File: config.mk
export PLATFORM = sky130hd
export DESIGN_NAME = toggle_level_decoder_flat
export DESIGN_NICKNAME = d
export VERILOG_FILES = /design/src/rtl/toggle_level_decoder_if.sv /design/src/rtl/toggle_level_decoder.sv /design/src/flat_wrapper.sv
export SDC_FILE = /design/constraint.sdc
export NUM_CORES = 1
export LEC_CHECK = 0
export CAP_MARGIN = 40
export CORE_ASPECT_RATIO = 1.2
export CORE_MARGIN = 5
export CORE_UTILIZATION = 52
export CTS_BUF_LIST = sky130_fd_sc_hd__clkbuf_16
export CTS_CLUSTER_DIAMETER = 40
export DETAILED_ROUTE_END_ITERATION = 7
export HOLD_SLACK_MARGIN = 0.03
export PLACE_DENSITY = 0.78
export RECOVER_POWER = 100
export SLEW_MARGIN = 10
export SYNTH_ARGS = -nofsm -noshare
export SYNTH_HDL_FRONTEND = slang
export SYNTH_SLANG_ARGS = --single-unit
File: constraint.sdc
create_clock -name input_clock -period 2.15 [get_ports input_clock]
set_input_delay 0.43 -clock input_clock [delete_from_list [all_inputs] [get_ports input_clock]]
set_output_delay 0.43 -clock input_clock [all_outputs]
set_load 0.02 [all_outputs]
File: src/rtl/toggle_level_decoder_if.sv
// toggle_level_decoder_if: level inputs and decoded pulse/count outputs of toggle_level_decoder
//   input_q_level / input_qbar_level : asynchronous Q and Qbar levels from the toggle source
//   output_level                      : debounced, accepted level
//   output_toggle/rise/fall_pulse     : 1-cycle pulses per accepted toggle
//   output_toggle_count               : wrap-around count of accepted toggles
//   output_count_wrap                 : 1-cycle pulse when the count wraps to 0
//   output_pair_error                 : sticky Q==Qbar fault flag
//   modport slave is the decoder side, modport master the source/consumer side.
interface toggle_level_decoder_if #(
    parameter int CNT_W = 8
);
    logic             input_q_level;
    logic             input_qbar_level;
    logic             output_level;
    logic             output_toggle_pulse;
    logic             output_rise_pulse;
    logic             output_fall_pulse;
    logic [CNT_W-1:0] output_toggle_count;
    logic             output_count_wrap;
    logic             output_pair_error;

    modport master (
        output input_q_level, input_qbar_level,
        input  output_level, output_toggle_pulse, output_rise_pulse, output_fall_pulse,
        input  output_toggle_count, output_count_wrap, output_pair_error
    );

    modport slave (
        input  input_q_level, input_qbar_level,
        output output_level, output_toggle_pulse, output_rise_pulse, output_fall_pulse,
        output output_toggle_count, output_count_wrap, output_pair_error
    );
endinterface

File: src/rtl/toggle_level_decoder.sv
// toggle_level_decoder: synchronizes and debounces a toggle level, emitting one pulse per accepted change
//   input_clock    : single rising-edge clock
//   input_reset_n  : asynchronous active-low reset
//   bus            : toggle_level_decoder_if.slave (Q/Qbar levels in; level, pulses, count, wrap, pair error out)
//   Optional macro QBAR_CHECK_EN: adds a Qbar synchronizer and a sticky Q==Qbar pair check;
//   without it output_pair_error is tied low and input_qbar_level is ignored.
module toggle_level_decoder #(
    parameter int STABLE_CYCLES = 4,
    parameter int CNT_W         = 8,
    parameter bit RESET_LEVEL   = 1'b0
) (
    input logic                   input_clock,
    input logic                   input_reset_n,
    toggle_level_decoder_if.slave bus
);
    typedef enum logic [1:0] {IDLE, CHECK, COMMIT} state_t;

    localparam logic [7:0] SC = 8'(STABLE_CYCLES);

    state_t           state, state_n;
    logic [1:0]       q_sync;
    logic             s;
    logic [7:0]       stab, stab_n;
    logic             commit;
    logic             level;
    logic             toggle_p, rise_p, fall_p, wrap_p;
    logic [CNT_W-1:0] count;

    assign s = q_sync[1];

    always_ff @(posedge input_clock or negedge input_reset_n)
        if (!input_reset_n)
            q_sync <= {2{RESET_LEVEL}};
        else
            q_sync <= {q_sync[0], bus.input_q_level};

    always_ff @(posedge input_clock or negedge input_reset_n)
        if (!input_reset_n) begin
            state <= IDLE;
            stab  <= '0;
        end else begin
            state <= state_n;
            stab  <= stab_n;
        end

    // A bounce is tested before the count limit so it always aborts the commit.
    always_comb begin
        state_n = state;
        stab_n  = stab;
        case (state)
            IDLE:
                if (s != level) begin
                    state_n = CHECK;
                    stab_n  = 8'd1;
                end
            CHECK:
                if (s == level) begin
                    state_n = IDLE;
                    stab_n  = '0;
                end else if (stab == SC)
                    state_n = COMMIT;
                else
                    stab_n = stab + 8'd1;
            default: begin
                state_n = IDLE;
                stab_n  = '0;
            end
        endcase
    end

    // Outputs are registered on the edge that enters COMMIT, so the pulse and the new level appear together.
    always_comb begin
        commit = state_n == COMMIT;
    end

    always_ff @(posedge input_clock or negedge input_reset_n)
        if (!input_reset_n) begin
            level    <= RESET_LEVEL;
            toggle_p <= 1'b0;
            rise_p   <= 1'b0;
            fall_p   <= 1'b0;
            wrap_p   <= 1'b0;
            count    <= '0;
        end else begin
            toggle_p <= commit;
            rise_p   <= commit && !level;
            fall_p   <= commit && level;
            wrap_p   <= commit && (&count);
            if (commit) begin
                level <= ~level;
                count <= count + CNT_W'(1);
            end
        end

    assign bus.output_level        = level;
    assign bus.output_toggle_pulse = toggle_p;
    assign bus.output_rise_pulse   = rise_p;
    assign bus.output_fall_pulse   = fall_p;
    assign bus.output_toggle_count = count;
    assign bus.output_count_wrap   = wrap_p;

`ifdef QBAR_CHECK_EN
    logic [1:0] qb_sync;
    logic [7:0] pair_run;
    logic       pair_err;

    // Qbar synchronizer resets to the complement so a fresh reset never looks like a pair fault.
    always_ff @(posedge input_clock or negedge input_reset_n)
        if (!input_reset_n) begin
            qb_sync  <= {2{~RESET_LEVEL}};
            pair_run <= '0;
            pair_err <= 1'b0;
        end else begin
            qb_sync  <= {qb_sync[0], bus.input_qbar_level};
            pair_run <= (s == qb_sync[1]) ? ((pair_run == SC) ? SC : pair_run + 8'd1) : '0;
            if (s == qb_sync[1] && pair_run >= SC - 8'd1)
                pair_err <= 1'b1;
        end

    assign bus.output_pair_error = pair_err;
`else
    logic unused_qbar;
    assign unused_qbar           = bus.input_qbar_level;
    assign bus.output_pair_error = 1'b0;
`endif
endmodule

File: src/flat_wrapper.sv
// flat-port wrapper written by rule: the top's interface ports become plain ports
module toggle_level_decoder_flat 
#(
    parameter int STABLE_CYCLES = 4,
    parameter int CNT_W         = 8,
    parameter bit RESET_LEVEL   = 1'b0
)
  (input_clock, input_reset_n, bus_input_q_level, bus_input_qbar_level, bus_output_level, bus_output_toggle_pulse, bus_output_rise_pulse, bus_output_fall_pulse, bus_output_toggle_count, bus_output_count_wrap, bus_output_pair_error);
  toggle_level_decoder_if #(.CNT_W(CNT_W)) bus_i ();
  input logic input_clock;
  input logic input_reset_n;
  input wire logic [$bits(bus_i.input_q_level)-1:0] bus_input_q_level;
  input wire logic [$bits(bus_i.input_qbar_level)-1:0] bus_input_qbar_level;
  output wire logic [$bits(bus_i.output_level)-1:0] bus_output_level;
  output wire logic [$bits(bus_i.output_toggle_pulse)-1:0] bus_output_toggle_pulse;
  output wire logic [$bits(bus_i.output_rise_pulse)-1:0] bus_output_rise_pulse;
  output wire logic [$bits(bus_i.output_fall_pulse)-1:0] bus_output_fall_pulse;
  output wire logic [$bits(bus_i.output_toggle_count)-1:0] bus_output_toggle_count;
  output wire logic [$bits(bus_i.output_count_wrap)-1:0] bus_output_count_wrap;
  output wire logic [$bits(bus_i.output_pair_error)-1:0] bus_output_pair_error;
  assign bus_i.input_q_level = bus_input_q_level;
  assign bus_i.input_qbar_level = bus_input_qbar_level;
  assign bus_output_level = bus_i.output_level;
  assign bus_output_toggle_pulse = bus_i.output_toggle_pulse;
  assign bus_output_rise_pulse = bus_i.output_rise_pulse;
  assign bus_output_fall_pulse = bus_i.output_fall_pulse;
  assign bus_output_toggle_count = bus_i.output_toggle_count;
  assign bus_output_count_wrap = bus_i.output_count_wrap;
  assign bus_output_pair_error = bus_i.output_pair_error;
  toggle_level_decoder #(.STABLE_CYCLES(STABLE_CYCLES), .CNT_W(CNT_W), .RESET_LEVEL(RESET_LEVEL)) u_core (.input_clock(input_clock), .input_reset_n(input_reset_n), .bus(bus_i));
endmodule
==> results of run 1 <==
## through the flow
step | std cells | power (mW) | area, sq um
floorplan | 103 | 0.798 | 1160
global placement | 149 | 0.902 | 1360
detailed placement | 149 | 0.912 | 1360
CTS | 153 | 1.32 | 1430
global route | 153 | 1.37 | 1420
finish | 153 | 1.29 | 1420
## power groups by stage
stage / Sequential, mW / Clock (mW) / Combinational [mW]
6_report: 0.573 / 0.395 / 0.320
5_1_grt: 0.581 / 0.427 / 0.358
4_1_cts: 0.573 / 0.403 / 0.339
3_5_place_dp: 0.580 / 0 / 0.332
3_3_place_gp: 0.578 / 0 / 0.325
2_1_floorplan: 0.590 / 0 / 0.208
## path summary, 6_finish.rpt
| kind | startpoint | end | slack (ns) | cells past startpoint |
|---|---|---|---|---|
| min | u_core.q_sync[0]$_DFF_PN0_ | u_core.q_sync[1]$_DFF_PN0_ | 0.35 | 0 |
| max reg2reg | u_core.stab[4]$_DFFE_PN0P_ | u_core.bus.output_toggle_count[1]$_DFFE_PN0N_ | 0.21 | 3 |
| min in group asynchronous | input_reset_n | u_core.stab[1]$_DFFE_PN0P_ | 0.90 | 2 |
| max in group asynchronous | input_reset_n | u_core.bus.output_toggle_count[1]$_DFFE_PN0N_ | 0.50 | 2 |
| min reg2reg | u_core.q_sync[0]$_DFF_PN0_ | u_core.q_sync[1]$_DFF_PN0_ | 0.35 | 0 |
| max | u_core.stab[4]$_DFFE_PN0P_ | u_core.bus.output_toggle_count[1]$_DFFE_PN0N_ | 0.21 | 3 |
## cells in the final DEF, fill, tap and decap left out, drive strengths merged
cell type	Yosys	layout
dfrtp	25	25
dlygate4sd3	0	14
nand3	12	12
xnor2	8	8
xor2	6	6
and3	5	5
nor2	5	5
clkbuf	1	5
inv	3	4
nand2	4	4
o21ai	4	4
a21oi	4	4
ha	3	3
nand2b	2	2
nor2b	2	2
nand4	2	2
nor3	2	2
nor4	2	2
or4	1	1
nand3b	1	1
and2	1	1
and4b	1	1
o2bb2ai	1	1
a211o	1	1
o31ai	1	1
a22o	1	1
nand4b	1	1
or3	1	1
mux2	1	1
conb	1	1
clkdlybuf4s50	0	1
buf	1	1
## final cells by class
class / count / area, sq um / area share (%)
clock buffers: 3 / 75.1 / 5.28
clock inverters: 1 / 3.75 / 0.264
inverters: 3 / 11.3 / 0.792
multi-input cells: 73 / 504 / 35.4
flip-flops and latches: 25 / 626 / 44.0
well taps: 30 / 37.5 / 2.64
repair buffers: 18 / 165 / 11.6
## synth_stat cells (all sizes together)
cell type,count
a21oi,4
nand2b,2
mux2,1
xnor2,8
dfrtp,25
o21ai,4
and3,5
o2bb2ai,1
clkbuf,1
nor4,2
or4,1
nand4,2
o31ai,1
nand3,12
ha,3
or3,1
and2,1
buf,1
and4b,1
conb,1
nor2b,2
nand4b,1
xor2,6
nand2,4
nor3,2
inv,3
nor2,5
nand3b,1
a211o,1
a22o,1
## flip-flops by register name (all words and copies together), names as in the netlist
name                            count
u_core.bus.output_count_wrap        1
u_core.bus.output_fall_pulse        1
u_core.bus.output_level             1
u_core.bus.output_rise_pulse        1
u_core.bus.output_toggle_count      8
u_core.bus.output_toggle_pulse      1
u_core.q_sync                       2
u_core.stab                         8
u_core.state                        2
## per-layer routing
| layer | vias to the layer above | share of wire, % | track usage (%) |
|---|---|---|---|
| met5 | - | 0 | 0 |
| met4 | 0 | 1.5 | 6.57 |
| met3 | 5 | 5.3 | 5.08 |
| met2 | 20 | 51 | 27.0 |
| met1 | 407 | 42 | 17.7 |
| li1 | 399 | - | - |
## logic make-up (layout without fill, tap and decap cells)
group	count (synthesis)	after routing
flip-flops	25	25
AND/OR/NAND/NOR	42	42
AO/OA/AOI/OAI	12	12
XOR/XNOR	14	14
buffers and inverters	5	25
multiplexers	1	1
other	1	1
adder cells (fa/ha/maj)	3	3
==> flow_summary_export.csv, run 1 <==
group,metric,value,unit
logic_synthesis,syn_area,1160,sq um
floorplan,ioPinCount,18,
logic_synthesis,synth_cell_types,32,
logic_synthesis,synthSimpleGateAreaFrac,22.1,%
logic_synthesis,netlist_top_cells_area,"dfrtp_1 54%, xnor2_1 6.1%, nand3_1 5.2%, xor2_1 4.5%, ha_1 3.2%",
cts,root_buffer,"clkbuf_16",
power_and_ir_drop,switching_share,31.8,%
floorplan,rows,18,
cts,postCtsSetupRepairBufs,0,
placed_design,dp_hpwl,1490,um
sta,finalCritPeriodShare,90.4,%
sta,final.setup.tns,0,ns
cts,hold_buffers,0,
power_and_ir_drop,powerDensity,906,nW/um^2
logic_synthesis,syn_inst,103,
route,ant_nets,0,
layout,antenna_cells,0,
grt,grt_max_degree,26,
floorplan,initial_core_util,55.2,%
route,post_drt_wl_per_cell,13.6,um
grt,first_global_vias,870,
logic_synthesis,synth_fa_ha_area_share,3.25,%
cts,h-tree-depth,1,
floorplan,core_area,2090,sq um
route,routed_via_density,5.43,
setup_path,critPathCaptureType,"register",
setup_path,path_cells,"or4_1 > nor4_4 > mux2_4",
logic_synthesis,yosysSeqAreaShare,54.1,%
sta,timing.final.ws_setup,0.206,ns
power_and_ir_drop,net-switching-power,0.409,mW
sta,finalMaxSlewViolations,0,
logic_synthesis,yosysTopAreaCellShare,54.1,%
grt,grt_overflow,0,
logic_synthesis,synth_top_family_by_area,"simple AND/OR/NAND/NOR gates",
layout,drive_gt1_share,5.69,%
cts,cts.repair.resized,0,
floorplan,fp.dieH,61.7,um
route,drc,0,
layout,fillers,172,
power_and_ir_drop,leakagePower,0.710,nW
power_and_ir_drop,seqPwrFrac,44.4,%
placed_design,io_buffers,15,
power_and_ir_drop,vdd_drop_max,781,uV
setup_path,worstSetupPathType,"reg2reg",
cts,tritoncts,"built",
sta,grt_setup_unrepaired,"no",
run_status,status,"complete, no violations",
sta,setup_viol,0,
run,max-cap-violations,0,
worst_hold_path,hold_path.class,"reg2reg",
grt,track_usage,15.6,%
setup_path,slowest_delay,0.67,ns
sta,fin_crit,1.94,ns
logic_synthesis,synth_largest_area_cell,"dfrtp_1",
setup_path,worst-path-max-fanout,5,
floorplan,die-width,53.0,um
sta,whs,0.353,ns
setup_path,cp.arrival,2.08,ns
placed_design,finalWeightedCongestion,0.865,
setup_path,slowest_stage,"or4_1",
cts,clk_path_buf_depth,2,
floorplan,die-area,3270,sq um
sta,max_freq,514,MHz
cts,cts_num_sinks,25,
sta,hold_viol_final,0,
power_and_ir_drop,power_frac_clock,30.7,%
route,dr.pass1.iters,4,
cts,cts_buffers,3,
logic_synthesis,synthesis.nets,110,
cts,insertion_delay,0.25,ns
layout,area_delta_synth_final,23.1,%
logic_synthesis,synth-seq-cells,25,
route,via_count,831,
power_and_ir_drop,p_comb_share,24.9,%
power_and_ir_drop,p_int,0.879,mW
cts,path_clk_slew,0.06,ns
logic_synthesis,synth-compound-area-share,6.39,%
placed_design,pre_cts_ws,0.301,ns
sta,finalClockSkew,0.00309,ns
setup_path,critPathLaunchType,"register",
layout,fin_util,67.9,%
setup_path,critical_path_buf_inv_count,0,
setup_path,crit_required,2.29,ns
route,wirelength,2080,um
logic_synthesis,avgSynthCellArea,11.2,sq um
grt,grt_pass1_wl,3660,um
sta,slew_headroom,15.6,%
layout,layout.nets,131,
sta,max_slew.worst_pin.slew,1.27,ns
setup_path,cpLargestDelayFamily,"simple AND/OR/NAND/NOR gates",
logic_synthesis,ys.warnings.count,0,
logic_synthesis,muxShareOfSynthArea,1.30,%
grt,antenna_found_initial,0,
route,first_iter_violations,28,
logic_synthesis,synth_xor_area_share,10.6,%
Power figures use the tool's default switching activity.
==> run 2: changes to the inputs <==
--- a/config.mk
+++ b/config.mk
@@ -8,12 +8,11 @@
 export CAP_MARGIN = 40
 export CORE_ASPECT_RATIO = 1.2
 export CORE_MARGIN = 5
-export CORE_UTILIZATION = 52
+export CORE_UTILIZATION = 40
 export CTS_BUF_LIST = sky130_fd_sc_hd__clkbuf_16
 export CTS_CLUSTER_DIAMETER = 40
 export DETAILED_ROUTE_END_ITERATION = 7
 export HOLD_SLACK_MARGIN = 0.03
-export PLACE_DENSITY = 0.78
 export RECOVER_POWER = 100
 export SLEW_MARGIN = 10
 export SYNTH_ARGS = -nofsm -noshare
==> run 2 against run 1 <==
- flip-flop and latch count unchanged
- clock-buffer cell count unchanged
- sequential power about the same
- clock skew down 0.0017 ns
- wire length up 5.4%
- largest cell class unchanged
- largest power group unchanged
==> flow_summary_export.csv, run 2 (same netlist as run 1, synthesis figures left out) <==
group,metric,value,unit
run_status,status,"complete, no violations",
grt,grt_pass1_wl,3870,um
sta,finalMaxSlewViolations,0,
sta,final.setup.tns,0,ns
layout,design_area,1430,sq um
worst_hold_path,hold_end,"u_core.q_sync[1]$_DFF_PN0_",
cts,tritoncts,"built",
route,ant_nets,0,
sta,max_freq,518,MHz
cts,cts_buffers,3,
route,routed_via_density,5.24,
placed_design,dp_hpwl,1550,um
layout,antenna_cells,0,
layout,fillers,276,
cts,h-tree-depth,1,
setup_path,ff2ff_path_depth,3,
grt,grt_max_degree,26,
floorplan,fp.dieH,68.9,um
cts,insertion_delay,0.25,ns
setup_path,r2r-end,"u_core.bus.output_toggle_count[1]$_DFFE_PN0N_",
layout,final_common_cell,"dfrtp_1",
placed_design,finalWeightedCongestion,0.768,
cts,cts.repair.resized,0,
setup_path,reg2reg_from,"u_core.stab[4]$_DFFE_PN0P_",
layout,layout.nets,131,
sta,max_slew.worst_pin.slew,1.31,ns
floorplan,core_area,2790,sq um
cts,clk_path_buf_depth,2,
layout,layout_common_cells,"25 x dfrtp_1, 14 x dlygate4sd3_1, 12 x nand3_1",
sta,hold_viol_final,0,
worst_hold_path,hold_path.class,"reg2reg",
floorplan,rows,21,
route,post_drt_wl_per_cell,14.0,um
cts,postCtsSetupRepairBufs,0,
floorplan,die-width,59.1,um
cts,cts_num_sinks,25,
power_and_ir_drop,leakagePower,0.709,nW
power_and_ir_drop,finalPower,1.31,mW
placed_design,dpl_cell_area,1360,sq um
route,first_iter_violations,23,
setup_path,slowest_stage,"or4_4",
setup_path,critPathCaptureType,"register",
setup_path,critPathLaunchType,"register",
cts,path_clk_slew,0.06,ns
setup_path,worst-path-max-fanout,5,
sta,setup_viol,0,
setup_path,cp.arrival,2.07,ns
setup_path,ff2ff_setup_slack,0.22,ns
cts,root_buffer,"clkbuf_16",
power_and_ir_drop,powerDensity,914,nW/um^2
floorplan,ioPinCount,18,
layout,area_delta_synth_final,23.5,%
worst_hold_path,min_from,"u_core.q_sync[0]$_DFF_PN0_",
placed_design,io_buffers,15,
sta,slew_headroom,12.5,%
route,wirelength,2190,um
setup_path,crit_required,2.29,ns
grt,track_usage,12.4,%
grt,first_global_vias,873,
layout,seq_area,626,sq um
layout,drive_gt1_share,5.69,%
floorplan,die-area,4070,sq um
grt,antenna_found_initial,0,
grt,grt_overflow,0,
route,dr.pass1.iters,4,
sta,fin_crit,1.93,ns
setup_path,slowest_delay,0.61,ns
sta,grt_setup_unrepaired,"no",
worst_hold_path,whs_path_depth,0,
cts,hold_buffers,0,
power_and_ir_drop,vdd_drop_max,620,uV
setup_path,path_cells,"or4_4 > nor4_4 > mux2_1",
run,max-cap-violations,0,
sta,finalClockSkew,0.00134,ns
layout,multi_input_area,504,sq um
sta,finalCritPeriodShare,89.7,%
route,drc,0,
floorplan,initial_core_util,41.5,%
route,via_count,823,
setup_path,worstSetupPathType,"reg2reg",
run 2: cell counts in the layout (fill, tap and decap cells not counted):
No cell type changed its count.
run 2: metal layers:
metal / global-route usage [%] / wire length (um) / vias up / share of wire [%]
li1: - / - / 401 / -
met1: 15.4 / 1000 / 401 / 46
met4: 4.53 / 24 / 0 / 1.1
met3: 3.17 / 98 / 4 / 4.5
met2: 20.7 / 1070 / 17 / 49
met5: 0 / 0 / - / 0
run 2: layout make-up:
| class | count | share of cell area [%] |
|---|---|---|
| inverters | 3 | 0.789 |
| flip-flops and latches | 25 | 43.8 |
| clock inverters | 1 | 0.263 |
| repair buffers | 18 | 11.6 |
| well taps | 34 | 2.98 |
| clock buffers | 3 | 5.26 |
| multi-input cells | 73 | 35.3 |
run 2: worst max path at each step:
stage | startpoint | endpoint | slack [ns]
finish | u_core.stab[4]$_DFFE_PN0P_ | u_core.bus.output_toggle_count[1]$_DFFE_PN0N_ | 0.22
global route | input_reset_n | u_core.stab[2]$_DFFE_PN0P_ | 0.08
CTS | u_core.stab[4]$_DFFE_PN0P_ | u_core.bus.output_toggle_count[1]$_DFFE_PN0N_ | 0.20
detailed placement | u_core.stab[4]$_DFFE_PN0P_ | u_core.bus.output_toggle_count[1]$_DFFE_PN0N_ | 0.25
global placement | u_core.stab[4]$_DFFE_PN0P_ | u_core.bus.output_toggle_count[1]$_DFFE_PN0N_ | 0.28
floorplan | u_core.stab[4]$_DFFE_PN0P_ | u_core.bus.output_toggle_count[1]$_DFFE_PN0N_ | 0.28
run 2: worst max-delay path: cells and delay by family, from the launching register on:
family           cells  cell delay (ns)
flip-flops           1             0.44
AND/OR/NAND/NOR      2             1.02
multiplexers         1             0.36
run 2: metrics by stage:
| step | hold WS [ns] | utilization, % | setup slack [ns] | instances |
|---|---|---|---|---|
| 6_report | 0.353 | 51.3 | 0.221 | 157 |
| 5_1_grt | 0.363 | 51.3 | 0.0784 | 157 |
| 4_1_cts | 0.358 | 51.7 | 0.203 | 157 |
| 3_5_place_dp | 0.344 | 48.8 | 0.247 | 153 |
| 3_3_place_gp | 0.334 | 48.8 | 0.283 | 153 |
| 2_1_floorplan | 0.134 | - | 0.278 | 103 |
run 2: report_power, final:
part | internal (mW) | leakage, nW | switching (mW) | total (mW)
clock network | 0.248 | 0.0423 | 0.154 | 0.402
registers | 0.517 | 0.339 | 0.0557 | 0.573
logic | 0.114 | 0.328 | 0.215 | 0.330
==> run 3: changes to the inputs <==
--- a/config.mk
+++ b/config.mk
@@ -14,7 +14,7 @@
 export DETAILED_ROUTE_END_ITERATION = 7
 export HOLD_SLACK_MARGIN = 0.03
 export RECOVER_POWER = 100
-export SLEW_MARGIN = 10
+export SLEW_MARGIN = 20
 export SYNTH_ARGS = -nofsm -noshare
 export SYNTH_HDL_FRONTEND = slang
 export SYNTH_SLANG_ARGS = --single-unit
==> results of run 3 <==
No change in the layout: final DEF, timing and power equal those of run 2.
